### src/rtl/ps2_pkg.sv
// Shared PS/2 definitions: transmitter state encoding, common command bytes,
// and the frame parity helper.
package ps2_pkg;

   localparam logic [2:0] ST_IDLE      = 3'd0;
   localparam logic [2:0] ST_INHIBIT   = 3'd1;
   localparam logic [2:0] ST_RTS       = 3'd2;
   localparam logic [2:0] ST_SHIFT     = 3'd3;
   localparam logic [2:0] ST_ACK       = 3'd4;
   localparam logic [2:0] ST_WAIT_IDLE = 3'd5;

   localparam logic [7:0] PS2_CMD_SET_LED = 8'hED;
   localparam logic [7:0] PS2_RSP_ACK     = 8'hFA;
   localparam logic [7:0] PS2_CMD_RESET   = 8'hFF;

   localparam int unsigned CNT_W = 21;

   // PS/2 frames carry odd parity over the 8 data bits.
   function automatic logic odd_parity(input logic [7:0] d);
      return ~^d;
   endfunction

endpackage

### src/rtl/ps2_line_sync.sv
// Synchronizer and falling-edge detector for one PS/2 line. The clear input
// flushes the edge history so our own drive edges are not seen as device clocks.
module ps2_line_sync #(
   parameter int unsigned SYNC_STAGES = 2  // must be >= 2
) (
   input  logic clk,
   input  logic rst,
   input  logic clear,
   input  logic line_i,
   output logic level_o,
   output logic fall_o
);

   logic [SYNC_STAGES-1:0] sync_q, sync_d;
   logic                   prev_q, prev_d;

   always_comb begin
      sync_d  = {sync_q[SYNC_STAGES-2:0], line_i};
      level_o = sync_q[SYNC_STAGES-1];
      prev_d  = clear ? 1'b0 : level_o;
      fall_o  = prev_q & ~level_o;
   end

   // Lines idle high, so the chain resets to ones and no edge is reported.
   always_ff @(posedge clk or negedge rst) begin
      if (!rst) begin
         sync_q <= '1;
         prev_q <= 1'b0;
      end else begin
         sync_q <= sync_d;
         prev_q <= prev_d;
      end
   end

endmodule

### src/rtl/ps2_host_tx.sv
// Host-to-device PS/2 transmitter: request-to-send, frame shift on device clocks,
// ACK check and timeout abort. Lines are driven open-drain through the *_oe outputs.
module ps2_host_tx
   import ps2_pkg::*;
#(
   parameter int unsigned INHIBIT_CYCLES = 10000,
   parameter int unsigned TIMEOUT_CYCLES = 2000000,
   parameter int unsigned SYNC_STAGES    = 2
) (
   input  logic       clk,
   input  logic       rst,
   input  logic [7:0] tx_data,
   input  logic       tx_valid,
   output logic       tx_ready,
   input  logic       ps2_clk_i,
   input  logic       ps2_data_i,
   output logic       ps2_clk_oe,
   output logic       ps2_data_oe,
   output logic       busy,
   output logic       tx_done,
   output logic       tx_ack_ok,
   output logic       tx_error
);

   localparam logic [CNT_W-1:0] INH_LAST = CNT_W'(INHIBIT_CYCLES - 1);
   localparam logic [CNT_W-1:0] TMO_LAST = CNT_W'(TIMEOUT_CYCLES - 1);

   logic [2:0]       state_q, state_d;
   logic [CNT_W-1:0] cnt_q, cnt_d;
   logic [3:0]       bit_cnt_q, bit_cnt_d;
   logic [8:0]       shreg_q, shreg_d;
   logic             ack_q, ack_d;
   logic             idle_seen_q, idle_seen_d;
   logic             clk_oe_q, clk_oe_d;
   logic             data_oe_q, data_oe_d;
   logic             done_q, done_d;
   logic             ack_ok_q, ack_ok_d;
   logic             error_q, error_d;

   logic clk_s, clk_fall, data_s, data_fall_unused, sync_clear;

   assign sync_clear = (state_q == ST_INHIBIT) || (state_q == ST_RTS);

   ps2_line_sync #(.SYNC_STAGES(SYNC_STAGES)) u_clk_sync (
      .clk     (clk),
      .rst     (rst),
      .clear   (sync_clear),
      .line_i  (ps2_clk_i),
      .level_o (clk_s),
      .fall_o  (clk_fall)
   );

   ps2_line_sync #(.SYNC_STAGES(SYNC_STAGES)) u_data_sync (
      .clk     (clk),
      .rst     (rst),
      .clear   (sync_clear),
      .line_i  (ps2_data_i),
      .level_o (data_s),
      .fall_o  (data_fall_unused)
   );

   always_comb begin
      state_d     = state_q;
      cnt_d       = cnt_q;
      bit_cnt_d   = bit_cnt_q;
      shreg_d     = shreg_q;
      ack_d       = ack_q;
      idle_seen_d = idle_seen_q;
      clk_oe_d    = clk_oe_q;
      data_oe_d   = data_oe_q;
      ack_ok_d    = ack_ok_q;
      done_d      = 1'b0;
      error_d     = 1'b0;

      case (state_q)
         ST_IDLE: begin
            if (tx_valid) begin
               shreg_d   = {odd_parity(tx_data), tx_data};
               bit_cnt_d = 4'd0;
               cnt_d     = '0;
               ack_ok_d  = 1'b0;
               clk_oe_d  = 1'b1;
               data_oe_d = 1'b0;
               state_d   = ST_INHIBIT;
            end
         end
         ST_INHIBIT: begin
            if (cnt_q == INH_LAST) begin
               clk_oe_d  = 1'b0;
               data_oe_d = 1'b1;
               cnt_d     = '0;
               state_d   = ST_RTS;
            end else begin
               cnt_d = cnt_q + 1'b1;
            end
         end
         ST_RTS: begin
            cnt_d   = cnt_q + 1'b1;
            state_d = ST_SHIFT;
         end
         ST_SHIFT: begin
            cnt_d = cnt_q + 1'b1;
            if (clk_fall) begin
               // Ones shift in behind parity, so the 10th fall drives the stop bit (release).
               data_oe_d = ~shreg_q[0];
               shreg_d   = {1'b1, shreg_q[8:1]};
               bit_cnt_d = bit_cnt_q + 4'd1;
               if (bit_cnt_q == 4'd9) begin
                  state_d = ST_ACK;
               end
            end
         end
         ST_ACK: begin
            cnt_d = cnt_q + 1'b1;
            if (clk_fall) begin
               ack_d       = ~data_s;
               idle_seen_d = 1'b0;
               state_d     = ST_WAIT_IDLE;
            end
         end
         ST_WAIT_IDLE: begin
            cnt_d = cnt_q + 1'b1;
            if (clk_s && data_s) begin
               if (idle_seen_q) begin
                  done_d   = 1'b1;
                  ack_ok_d = ack_q;
                  state_d  = ST_IDLE;
               end else begin
                  idle_seen_d = 1'b1;
               end
            end else begin
               idle_seen_d = 1'b0;
            end
         end
         default: state_d = ST_IDLE;
      endcase

      if (((state_q == ST_SHIFT) || (state_q == ST_ACK) || (state_q == ST_WAIT_IDLE)) &&
          (cnt_q == TMO_LAST)) begin
         clk_oe_d  = 1'b0;
         data_oe_d = 1'b0;
         done_d    = 1'b0;
         error_d   = 1'b1;
         state_d   = ST_IDLE;
      end
   end

   always_ff @(posedge clk or negedge rst) begin
      if (!rst) begin
         state_q     <= ST_IDLE;
         cnt_q       <= '0;
         bit_cnt_q   <= 4'd0;
         shreg_q     <= '0;
         ack_q       <= 1'b0;
         idle_seen_q <= 1'b0;
         clk_oe_q    <= 1'b0;
         data_oe_q   <= 1'b0;
         done_q      <= 1'b0;
         ack_ok_q    <= 1'b0;
         error_q     <= 1'b0;
      end else begin
         state_q     <= state_d;
         cnt_q       <= cnt_d;
         bit_cnt_q   <= bit_cnt_d;
         shreg_q     <= shreg_d;
         ack_q       <= ack_d;
         idle_seen_q <= idle_seen_d;
         clk_oe_q    <= clk_oe_d;
         data_oe_q   <= data_oe_d;
         done_q      <= done_d;
         ack_ok_q    <= ack_ok_d;
         error_q     <= error_d;
      end
   end

   assign tx_ready    = (state_q == ST_IDLE);
   assign busy        = (state_q != ST_IDLE);
   assign ps2_clk_oe  = clk_oe_q;
   assign ps2_data_oe = data_oe_q;
   assign tx_done     = done_q;
   assign tx_ack_ok   = ack_ok_q;
   assign tx_error    = error_q;

endmodule

### config.mk
export PLATFORM = sky130hd
export DESIGN_NAME = ps2_host_tx
export DESIGN_NICKNAME = d
export VERILOG_FILES = /design/src/rtl/ps2_pkg.sv /design/src/rtl/ps2_line_sync.sv /design/src/rtl/ps2_host_tx.sv
export SDC_FILE = /design/constraint.sdc
export NUM_CORES = 1
export LEC_CHECK = 0
export BUFFER_PORTS_ARGS = -buffer_cell sky130_fd_sc_hd__buf_2
export CORE_ASPECT_RATIO = 0.8
export CORE_UTILIZATION = 50
export CTS_CLUSTER_SIZE = 12
export DETAILED_ROUTE_END_ITERATION = 8
export PLACE_DENSITY = 0.68
export SETUP_SLACK_MARGIN = 0.05
export SYNTH_ARGS = -nofsm -noshare
export SYNTH_HDL_FRONTEND = slang
export SYNTH_SLANG_ARGS = --single-unit
export TNS_END_PERCENT = 30
### constraint.sdc
create_clock -name clk -period 3.69 [get_ports clk]
set_input_delay 0.369 -clock clk [delete_from_list [all_inputs] [get_ports clk]]
set_output_delay 0.369 -clock clk [all_outputs]
set_load 0.01 [all_outputs]
==> metrics.txt <==
CTS tree=yes; Core Box Area=5010 µm²; leak pwr=1.26 nW; pre-CTS WS=1180 ps; critical path class=flop to flop; initial antenna violation count=0; crit path cell chain=ha_1, nand3_2, or4_1, o31ai_4, nand2_2, a21o_1, a22o_1; FILL cells=458; synth-to-layout area growth=9.52%; Post-Syn Area=2590 µm²; GPL Wtd Cong=0.825; drt first pass iters=4; gr busiest metal=met1; die footprint=5470 µm²; met2 Resource Use GR=0.291; status=completed; GRT overflow=0; Setup Skew=6.20 ps; Worst Path Required=3880 ps; number of port buffers=19; total wire length=5030 µm; unrepaired setup endpoints after global routing=false; final setup vio count=0; Fin Setup TNS=0 ps; vias in the first global route=1,778; number of flops mapped to enable cells by yosys=0; # hold bufs at CTS=0; Global Route Usage Sum=0.211; row cnt=23; syn avg cell area=9.56 µm²; share of cells above drive strength 1=0.156; power density over cell area=342 nW/µm²; I/O pin count=20; GR met1 Demand/Resource=0.319; CP max-delay cell=or4_1; post-route minimum period=2520 ps; initial core utilization=0.517; DRC Markers=0; final setup margin=1170 ps; hpwl dp=3580 µm; worst path bufs/invs=0; Critical R2R Launch=cnt_q[0]$_DFFE_PN0P_; worst slew pin tran=1060 ps; layout net count=303; CP Launch Point=cnt_q[0]$_DFFE_PN0P_; clock buffer depth=2; Unique masters post-synth=48; worst vdd ir=233 µV; synthesized flop and latch total=49; Synth Flop Type=dfrtp_1; synthesized net count=287; Resized cells post-CTS=0; CP Launch Type=flop; CTS H-tree lvls=2; crit-path max cell delay=470 ps; most common cell after layout, fill and taps aside=dfrtp_1; YS warnings=0; combinational share of power=0.033; Post-DRT Antenna Nets=0; Clock Pin Slew Worst Setup and Hold Paths=90 ps; Arr. time, crit path=2710 ps; die height=66.4 µm; Top Family by Delay on Critical Path=simple AND/OR/NAND/NOR gates; Clock Latency Late Sink=300 ps; synthesized instance count=271; FF/Latch Area=1230 µm²; CTS root buffer=clkbuf_8; Vias/cell=5.70; detail-routed net length per standard cell=14.4 µm; first-pass GRT wire length=8510 µm; sw power=0.195 mW; Hold Fails Final Rpt=0; die width=82.5 µm; met3 GRT Util=0.0455; Net Sw Frac=0.201; number of diodes=0; Int Pwr=0.775 mW; Num CTS Buffers=5; postcts setup bufs=0; clk sinks=49; HP Class=input port to flop; Crit Path Max Fanout=27; drt first-iter violations=104; Async S/R FF share, synth=1.00; register area share after synthesis=0.475; Reg2Reg Setup Slack=1170 ps; maxcap violations=0; f_max=397 MHz; sequential fraction of design power=0.559; Max Slew Vio Count=0; relative slew slack=0.290; clock network power share=0.408; Hold Startpoint=ps2_data_i; final worst path period share=0.683; footprint of the multi-input gates=1270 µm²; CP endpoint kind=flop; commonest cells after routing, fill and taps aside=45 x dfrtp_1, 34 x nor2_1, 23 x nand2_1; largest net degree at the start of global routing=50; via count=1,994
-- final timing paths --
kind | depth (start not counted) | to
worst min register to register | 0 | u_clk_sync.sync_q[1]$_DFF_PN1_
worst max register to register | 7 | cnt_q[3]$_DFFE_PN0P_
worst max-delay path | 7 | cnt_q[3]$_DFFE_PN0P_
worst min-delay path | 1 | u_data_sync.sync_q[0]$_DFF_PN1_
min in group asynchronous | 1 | tx_ack_ok$_DFFE_PN0P_
max in group asynchronous | 1 | cnt_q[20]$_DFFE_PN0P_
-- routing by layer --
layer	vias up	routed length [µm]
met5	-	0
met1	959	2720
met3	4	162
li1	1002	-
met2	29	2100
met4	0	57
-- sequential cells by signal, indices dropped and copies added (netlist names) --
register,cells
ps2_clk_oe,1
bit_cnt_q,4
u_clk_sync.sync_q,2
ps2_data_oe,1
u_clk_sync.prev_q,1
ack_q,1
idle_seen_q,1
tx_ack_ok,1
tx_error,1
shreg_q,9
tx_done,1
cnt_q,21
u_data_sync.sync_q,2
state_q,3
-- layout make-up --
type | count | area share
Clock inverter | 1 | 0.0106
Multi-Input combinational cell | 200 | 0.447
Tap cell | 62 | 0.0273
Inverter | 11 | 0.0146
Clock buffer | 7 | 0.0304
Sequential cell | 49 | 0.434
Timing Repair Buffer | 20 | 0.0362
-- cells by family after synthesis --
kind of cell | share of synthesized area
and+or+nand+nor | 0.219
AOI/OAI and AO/OA | 0.173
DFF | 0.475
buffers and inverters | 0.0353
xor gates and xnor gates | 0.0473
muxes | 0.0348
adders and majority gates | 0.0145
-- synthesized netlist by cell type (all sizes together) (6+ instances only) --
master   n  area share
inv     11       0.016
xnor2    9       0.030
dfrtp   45        0.43
o21ai   11       0.023
nand3   18       0.041
a21oi   21       0.045
clkbuf   6      0.0087
a31oi    6       0.014
nor2    35       0.052
nand2   24       0.036
mux2i    6       0.023
o22ai   13       0.031
-- per-stage QoR --
stage / total power [mW] / utilization / instances / instance area, µm² / hold slack (ps)
final: 0.969 / 0.566 / 350 / 2840 / 156
after CTS: 0.982 / 0.566 / 350 / 2840 / 151
after global routing: 1.01 / 0.566 / 350 / 2840 / 144
after global placement: 0.585 / 0.543 / 342 / 2720 / 345
after floorplan: 0.565 / - / 271 / 2590 / 73.4
after detailed placement: 0.586 / 0.543 / 342 / 2720 / 348
-- power groups by stage --
stage / sequential (mW) / combinational [mW] / clock [mW]
after floorplan: 0.552 / 0.0128 / 0
after global placement: 0.552 / 0.0325 / 0
after detailed placement: 0.553 / 0.0333 / 0
after CTS: 0.542 / 0.0332 / 0.406
after global routing: 0.543 / 0.0364 / 0.430
final: 0.542 / 0.0322 / 0.395
(Power assumes the default switching activity.)
